[src/rtl/rfblackwidow_insn_queue.sv]
// Fetch-side instruction queue: buffers fetch words and presents the head plus
// its CON1/CON2/CON3 postfix window to the decoder, retiring the chain as one unit.

package rfblackwidow_pkg;
  localparam logic [6:0]  CON1 = 7'h71;
  localparam logic [6:0]  CON2 = 7'h72;
  localparam logic [6:0]  CON3 = 7'h73;
  localparam logic [39:0] NOP  = 40'h00_0000_0013;
endpackage

module rfblackwidow_insn_queue #(
  parameter int unsigned    IW       = 40,
  parameter int unsigned    OPW      = 7,
  parameter int unsigned    QDEP     = 8,
  parameter logic [OPW-1:0] CON1_OP  = rfblackwidow_pkg::CON1,
  parameter logic [OPW-1:0] CON2_OP  = rfblackwidow_pkg::CON2,
  parameter logic [OPW-1:0] CON3_OP  = rfblackwidow_pkg::CON3,
  parameter logic [IW-1:0]  NOP_WORD = rfblackwidow_pkg::NOP
) (
  input  logic                     clk_i,
  input  logic                     rst_ni,
  input  logic                     flush_i,
  input  logic                     fetch_valid_i,
  input  logic [IW-1:0]            fetch_word_i,
  output logic                     fetch_ready_o,
  input  logic                     dec_ready_i,
  output logic                     dec_valid_o,
  output logic [IW-1:0]            ir_o,
  output logic [IW-1:0]            ir1_o,
  output logic [IW-1:0]            ir2_o,
  output logic [IW-1:0]            ir3_o,
  output logic [1:0]               ncon_o,
  output logic [$clog2(QDEP):0]    count_o
);

  localparam int unsigned PW = $clog2(QDEP);
  localparam int unsigned CW = PW + 1;

  logic [IW-1:0] mem_q [QDEP];
  logic [PW-1:0] rd_ptr_q, rd_ptr_d;
  logic [PW-1:0] wr_ptr_q, wr_ptr_d;
  logic [CW-1:0] count_q, count_d;

  logic [IW-1:0] slot [4];
  logic          c1, c2, c3;
  logic [1:0]    ncon;
  logic          valid;
  logic          push, pop;
  logic [CW-1:0] pop_n;

  always_comb begin
    for (int unsigned i = 0; i < 4; i++) begin
      slot[i] = NOP_WORD;
      if (count_q > CW'(i)) slot[i] = mem_q[rd_ptr_q + PW'(i)];
    end
  end

  // Chain order is strict; an out-of-place CON word terminates it.
  assign c1 = (count_q >= CW'(2)) && (slot[1][OPW-1:0] == CON1_OP);
  assign c2 = c1 && (count_q >= CW'(3)) && (slot[2][OPW-1:0] == CON2_OP);
  assign c3 = c2 && (count_q >= CW'(4)) && (slot[3][OPW-1:0] == CON3_OP);
  assign ncon = 2'(c1) + 2'(c2) + 2'(c3);

  // Head is withheld until the word after the chain proves the chain is complete.
  assign valid = (count_q != '0) && (c3 || (count_q >= CW'(ncon) + CW'(2)));

  assign fetch_ready_o = (count_q < CW'(QDEP));
  assign push          = fetch_valid_i && fetch_ready_o;
  assign pop           = valid && dec_ready_i;
  assign pop_n         = pop ? CW'(ncon) + CW'(1) : '0;

  always_comb begin
    rd_ptr_d = rd_ptr_q;
    wr_ptr_d = wr_ptr_q;
    count_d  = count_q;
    if (flush_i) begin
      rd_ptr_d = '0;
      wr_ptr_d = '0;
      count_d  = '0;
    end else begin
      if (push) wr_ptr_d = wr_ptr_q + PW'(1);
      rd_ptr_d = rd_ptr_q + PW'(pop_n);
      count_d  = count_q + CW'(push) - pop_n;
    end
  end

  always_ff @(posedge clk_i or negedge rst_ni) begin
    if (!rst_ni) begin
      rd_ptr_q <= '0;
      wr_ptr_q <= '0;
      count_q  <= '0;
    end else begin
      rd_ptr_q <= rd_ptr_d;
      wr_ptr_q <= wr_ptr_d;
      count_q  <= count_d;
    end
  end

  always_ff @(posedge clk_i) begin
    if (push && !flush_i) mem_q[wr_ptr_q] <= fetch_word_i;
  end

  assign dec_valid_o = valid;
  assign ir_o        = slot[0];
  assign ir1_o       = slot[1];
  assign ir2_o       = slot[2];
  assign ir3_o       = slot[3];
  assign ncon_o      = ncon;
  assign count_o     = count_q;

endmodule

[config.mk]
export PLATFORM = sky130hd
export DESIGN_NAME = rfblackwidow_insn_queue
export DESIGN_NICKNAME = d
export VERILOG_FILES = /design/src/rtl/rfblackwidow_insn_queue.sv
export SDC_FILE = /design/constraint.sdc
export NUM_CORES = 1
export LEC_CHECK = 0
export ABC_AREA = 1
export CELL_PAD_IN_SITES_DETAIL_PLACEMENT = 0
export CELL_PAD_IN_SITES_GLOBAL_PLACEMENT = 1
export CORE_MARGIN = 10
export CORE_UTILIZATION = 28
export DETAILED_ROUTE_END_ITERATION = 10
export PLACE_DENSITY = 0.65
export REMOVE_ABC_BUFFERS = 1
export SETUP_SLACK_MARGIN = 0.1
export SLEW_MARGIN = 20
export SYNTH_ARGS = -nofsm -noshare
export SYNTH_HDL_FRONTEND = slang
export SYNTH_SLANG_ARGS = --single-unit
[constraint.sdc]
create_clock -name clk_i -period 11.86 [get_ports clk_i]
set_input_delay 1.186 -clock clk_i [delete_from_list [all_inputs] [get_ports clk_i]]
set_output_delay 1.186 -clock clk_i [all_outputs]
set_load 0.005 [all_outputs]
==> reports/summary.txt, run 1 <==
status: finished, final reports clean
WS Path Type: flip-flop to output pin
sw frac: 41.79%
count leader, synth: nand2_1
post-DP HPWL: 43790 microns
compound-gate portion of the synthesized area: 18.53%
synthesized instance count: 2250
post-CTS repair timing setup buffer count: 0
post-synth cell types: 41
combinational fraction of design power: 52.1%
Ports: 213
synth warn: 0
worst r2r src: rd_ptr_q[0]
worst-skew pair later-pin latency: 0.57 ns
Synth Area in XOR/XNOR: 0.2719%
Tmin final: 8.272 ns
worst hold path depth: 2
RSZ-0062 raised after global routing: false
dominant cells by area after synthesis: edfxtp_1, o21ai_0, nand2_1, nor2_1, inv_1
main combinational cell family by area after synthesis: simple AND/OR/NAND/NOR gates
initial core utilization: 28.15%
Seq/Total Area, Yosys: 52.25%
number of DRC markers in iteration 0: 1537
CTS root buffer: clkbuf_16
cells along the critical path: inv_4, ha_4, inv_4, buf_4, nand3_1, nand3_1, nand2_1, nand2_1, nor2_1, nand2_1, nor2_4, nand2_2, inv_1, fa_1, ha_1, o21ai_0, nand2_1, a211oi_1, a21oi_2, clkdlybuf4s50_1
CP required: 10.67 ns
Max Buffers Root-to-Sink: 3
clk slew on worst S/H paths: 0.06 ns
layout cells sized above 1: 5.046%
share of power burned in registers: 24.5%
dpl ws: 4.189 ns
P_int: 3.245 mW
Nets: 2431
Hold Buf Count CTS: 0
mux cell area share after synthesis: 1.273%
Post-Synth Simple-Gate Area: 18.79%
net load switching power: 2.330 mW
clock group share of total power: 23.4%
Slowest-stage cell, CP: ha_4
setup ws final: 3.588 ns
Cell Rows: 95
largest net degree at the start of global routing: 235
Critical Path Max Stage Delay: 1.07 ns
Critical Path AT: 7.09 ns
post-CTS sizing: 0
Yosys top cell area share: 50.93%
Hold Path Sink: wr_ptr_q[0]
Worst R2R End: count_o[2]
GRT Total Usage: 18.06%
I/O Buffers: 212
Worst setup EP type: output pin
die area: 78170 sq um
P&R area growth vs syn: 22.31%
first-pass GRT wire length: 105100 microns
DRC: 0
fin cells: 3274
P_leak: 8.250 nW
largest area contributor in the netlist: edfxtp_1
startpoint types: flip-flop
vias in the first global route: 15590
routed via count: 16810
Post-Syn Area: 18870 sq um
ys async rst share: 3.030%
WP buf/inv: 5
WL final: 73210 microns
Hold WS: 0.5813 ns
Max VDD drop: 0.0001328 V
antenna violations before repair: 9
max-cap viol count: 0
Post-synth EDFFs: 320
PwrDens: 241.6 nW/um^2
grt ovf: 0
Fin. Hold Viols: 0
Die Width: 279.6 microns
crit share post-route: 69.75%
path depth of the worst reg2reg path: 27
#FFs+latches synth: 330
crit-path most repeated cell: nand2_1
top cells by count, synth: nand2_1, o21ai_0, edfxtp_1, nor2_1, inv_1
Synth Area in Adders: 1.247%
final setup fails: 0
CTS tree: done
Wirelength per Cell: 22.36 microns
drt pass-1 iters: 7
critical path's top delay family: buffers and inverters
CP max FO: 98
max-slew headroom at the worst pin: 22.63%
Synth Flop Type: edfxtp_1
core area: 67040 sq um
min-delay src: wr_ptr_q[0]
Pwr Total: 5.575 mW
H-tree level count: 2
FF-to-FF setup slack: 4.40 ns
worst hold-check path type: flip-flop to flip-flop
die height: 279.6 microns
Num CTS Buffers: 40
syn avg cell area: 8.386 sq um
clock sinks: 330
Final GP Congestion: 0.8230
fin. max-slew vios: 0
Worst-Margin Slew: 1.159 ns
Peak Freq: 120.9 MHz
dpl cells: 3200
Vias/cell: 5.135
final antenna-violating net count: 0
clk_skew: 0.02795 ns
[flip-flops by register name, summed over array words and instances (netlist names)]
signal,cells
wr_ptr_q,3
count_o,4
mem_q,320
rd_ptr_q,3
[cell usage in the layout (no fill, tap or decap), types with 3 or more instances in the layout]
| cell type | n |
|---|---|
| a2111oi_0 | 29 |
| inv_2 | 7 |
| nor2_4 | 12 |
| bufinv_16 | 8 |
| a211oi_1 | 37 |
| diode_2 | 3 |
| inv_1 | 174 |
| nand2_1 | 504 |
| clkbuf_16 | 41 |
| clkdlybuf4s50_1 | 212 |
| buf_4 | 30 |
| o22ai_1 | 97 |
| dfrtp_1 | 9 |
| mux2i_1 | 24 |
| fa_1 | 3 |
| clkinv_1 | 10 |
| nand3_1 | 101 |
| o21ai_1 | 11 |
| clkinv_2 | 6 |
| ha_1 | 13 |
| a311oi_1 | 4 |
| o21ai_0 | 426 |
| nand2_2 | 4 |
| a21oi_1 | 8 |
| edfxtp_1 | 320 |
| clkbuf_1 | 6 |
| o211ai_1 | 3 |
| nor2_1 | 272 |
[area by class of cell]
class | count | area, sq um
Clock inverter | 24 | 314.1
Clock buffer | 47 | 1049
Sequential cell | 330 | 9863
Timing Repair Buffer | 243 | 2367
Tap cell | 873 | 1092
Fill cell | 6802 | 43960
Multi-Input combinational cell | 1569 | 7685
Inverter | 185 | 700.7
Antenna cell | 3 | 7.507
[worst max-delay path by stage]
| stage | from | end | cells past startpoint |
|---|---|---|---|
| 2_1_floorplan | rd_ptr_q[0] | count_o[2] | 26 |
| 3_3_place_gp | rd_ptr_q[0] | dec_valid_o | 20 |
| 3_5_place_dp | rd_ptr_q[0] | dec_valid_o | 20 |
| 4_1_cts | rd_ptr_q[0] | dec_valid_o | 20 |
| 5_1_grt | rd_ptr_q[0] | dec_valid_o | 20 |
| 6_report | rd_ptr_q[0] | dec_valid_o | 20 |
[cells by family after synthesis]
kind of cell	count (synthesis)
buffers and inverters	351
AND/OR/NAND/NOR	900
flip-flops	330
XOR/XNOR	5
multiplexers	24
AO/OA/AOI/OAI	623
adder cells (fa/ha/maj)	17
[worst min-delay path, cell delays in order, from the launching register on]
cell and delay [ns]:
dfrtp_1 0.39, inv_1 0.07, o21ai_0 0.08
[power groups by stage]
stage / Clock, mW / Combinational (mW) / Sequential [mW]
final: 1.31 / 2.91 / 1.36
after global routing: 1.38 / 3.20 / 1.37
after CTS: 1.33 / 2.93 / 1.36
after detailed placement: 0 / 2.92 / 1.39
after global placement: 0 / 2.90 / 1.39
after floorplan: 0 / 1.50 / 1.48
[metrics by stage]
step	cell area (sq um)	setup TNS [ns]	utilization, %
2_1_floorplan	18120	-599.00	-
3_3_place_gp	21710	0	32.38
3_5_place_dp	21710	0	32.38
4_1_cts	23070	0	34.41
5_1_grt	23070	0	34.42
6_report	23080	0	34.43
[metal layers]
layer | routed length [microns] | share of wire (%) | vias to the layer above | GRT usage (%)
met5 | 73 | 0.10 | - | 0
met4 | 1689 | 2.3 | 10 | 5.184
met3 | 5121 | 7.0 | 128 | 3.503
met2 | 34980 | 48 | 633 | 30.51
met1 | 31350 | 43 | 8025 | 23.10
li1 | - | - | 8017 | -
Note: power is estimated with default switching activity, not from simulation.
==> run 2, diff against run 1 <==
--- a/config.mk
+++ b/config.mk
@@ -11,7 +11,7 @@
 export CORE_MARGIN = 10
 export CORE_UTILIZATION = 28
 export DETAILED_ROUTE_END_ITERATION = 10
-export PLACE_DENSITY = 0.65
+export PLACE_DENSITY = 0.67
 export REMOVE_ABC_BUFFERS = 1
 export SETUP_SLACK_MARGIN = 0.1
 export SLEW_MARGIN = 20
==> constraint.sdc (replaced) <==
create_clock -name clk_i -period 6.9 [get_ports clk_i]
set_input_delay 0.69 -clock clk_i [delete_from_list [all_inputs] [get_ports clk_i]]
set_output_delay 0.69 -clock clk_i [all_outputs]
set_load 0.005 [all_outputs]
==> reports/summary.txt, run 2 (synthesis results as in run 1) <==
clk_skew: 0.01487 ns (-0.01308 ns)
final non-filler cell area: 22960 sq um (-0.52%)
final setup fails: 0 (unchanged)
fin. max-slew vios: 0 (unchanged)
crit share post-route: 90.17%
PwrDens: 407.7 nW/um^2 (+69%)
number of DRC markers in iteration 0: 1650 (+7.4%)
Vias/cell: 5.214 (+1.5%)
drt pass-1 iters: 6 (-1)
Hold Buf Count CTS: 0 (unchanged)
post-layout util: 34.25% (-0.18 points)
WL final: 73170 microns (about the same)
CTS root buffer: clkbuf_16
worst-skew pair later-pin latency: 0.56 ns (about the same)
max-slew headroom at the worst pin: 26.81% (+4.2 points)
layout cells sized above 1: 4.923% (-0.12 points)
Largest register FFs: 320 (unchanged)
Num CTS Buffers: 37 (-7.5%)
GRT Total Usage: 18.03% (-0.031 points)
Tmin final: 6.222 ns
Worst-Margin Slew: 1.095 ns (-0.06362 ns)
core area: 67040 sq um (unchanged)
most frequent cells in the layout: nand2_1, o21ai_0, edfxtp_1, nor2_1, clkdlybuf4s50_1
clock sinks: 330 (unchanged)
Wirelength per Cell: 22.38 microns (about the same)
RSZ-0062 raised after global routing: false
H-tree level count: 2 (unchanged)
die area: 78170 sq um (unchanged)
Post-DP Area: 21750 sq um (+0.20%)
clk slew on worst S/H paths: 0.06 ns (about the same)
Peak Freq: 160.7 MHz
antenna violations before repair: 3 (-6)
P_leak: 8.201 nW (-0.60%)
most common cell after layout, fill and taps aside: nand2_1
grt ovf: 0 (unchanged)
CP required: 6.21 ns (-4.46 ns)
largest net degree at the start of global routing: 234 (-0.43%)
post-CTS sizing: 0 (unchanged)
startpoint types: flip-flop
Antenna Cells: 0 (-3)
launch point of the worst path: rd_ptr_q[0]
CP max FO: 98 (unchanged)
fin cells: 3270 (-0.12%)
post-DP HPWL: 45230 microns (+3.3%)
Final GP Congestion: 0.8468 (+2.9%)
vias in the first global route: 15920 (+2.1%)
die height: 279.6 microns (unchanged)
Worst setup EP type: output pin
filler cell count: 6811 (+0.13%)
dpl cells: 3204 (+0.13%)
Critical Path AT: 5.53 ns (-1.56 ns)
I/O Buffers: 212 (unchanged)
Max VDD drop: 0.0002033 V (+53%)
DRC: 0 (unchanged)
P&R area growth vs syn: 21.68%
final antenna-violating net count: 0 (unchanged)
worst hold-check path type: input pin to asynchronous set/reset pin
Die Width: 279.6 microns (unchanged)
first-pass GRT wire length: 105400 microns (+0.27%)
routed via count: 17050 (+1.4%)
initial core utilization: 28.15% (unchanged)
Largest Register: mem_q
Max Buffers Root-to-Sink: 3 (unchanged)
status: finished, final reports clean
Nets: 2432 (+0.041%)
Fin. Hold Viols: 0 (unchanged)
Setup TNS: 0 ns (unchanged)
CTS tree: done
max-cap viol count: 0 (unchanged)
Ports: 213 (unchanged)
WS Path Type: flip-flop to output pin
Cell Rows: 95 (unchanged)
worst r2r src: rd_ptr_q[0]
post-CTS repair timing setup buffer count: 0 (unchanged)
==> run 2: cell count changes in the layout (fill, tap and decap cells not counted) <==
cell,delta
clkinv_2,-2
clkbuf_16,-3
buf_4,+3
a2111oi_0,-1
clkinv_8,+1
clkbuf_1,+2
a2111oi_1,+1
clkinvlp_4,-1
buf_12,+1
diode_2,-3
bufinv_16,-3
inv_2,+1
==> run 2: metrics by stage <==
step / total power [mW] / worst slack (ns) / hold WS, ns
floorplan: 5.118 / -12.57 / 0.3944
global placement: 7.356 / 1.067 / 0.5757
detailed placement: 7.406 / 1.021 / 0.6020
CTS: 9.436 / 0.6660 / 0.4858
global route: 9.970 / 0.3323 / 0.5176
finish: 9.361 / 0.6782 / 0.4940
==> run 2: path summary, 6_finish.rpt <==
| kind | endpoint | slack (ns) | cells past startpoint |
|---|---|---|---|
| max in group asynchronous | rd_ptr_q[0] | 6.00 | 1 |
| worst min register to register | wr_ptr_q[0] | 0.62 | 2 |
| worst max-delay path | dec_valid_o | 0.68 | 17 |
| min in group clk_i | wr_ptr_q[0] | 0.62 | 2 |
| worst min-delay path | count_o[0] | 0.49 | 1 |
| worst max register to register | count_o[2] | 0.99 | 24 |
==> run 2: critical path, cell delays in order, from the launching register on <==
cell and delay, ns:
dfrtp_4 0.80, inv_4 0.10, ha_4 0.47, buf_4 0.85, nand2_1 0.13, nand3_1 0.12, nand2_1 0.10, nand3_1 0.10
nor2_1 0.06, nand2_2 0.09, inv_1 0.06, fa_1 0.64, ha_1 0.26, o21ai_0 0.15, nand2_1 0.07, a211oi_1 0.33
a21oi_2 0.12, clkdlybuf4s50_1 0.51
==> run 2: metal layers <==
metal / up-vias / track usage (%) / wire (microns)
met5: - / 0 / 39
met4: 6 / 6.057 / 2144
met3: 132 / 3.095 / 5320
met2: 734 / 29.55 / 33830
met1: 8170 / 23.73 / 31830
li1: 8007 / - / -
==> run 2: area by class of cell <==
class | count | area [sq um] | share of cell area (%)
clock buffer | 46 | 980.9 | 4.272
clock inverter | 20 | 227.7 | 0.9918
inverter | 185 | 699.4 | 3.046
multi-input combinational | 1569 | 7686 | 33.48
sequential | 330 | 9863 | 42.96
tap | 873 | 1092 | 4.758
timing repair buffer | 247 | 2410 | 10.50
==> run 2: power breakdown <==
part           leakage (nW)  internal, mW  switching [mW]
logic                  4.59          1.93            3.08
clock network         0.585          1.19           0.809
registers              3.02          2.27          0.0778
total                  8.20          5.39            3.97
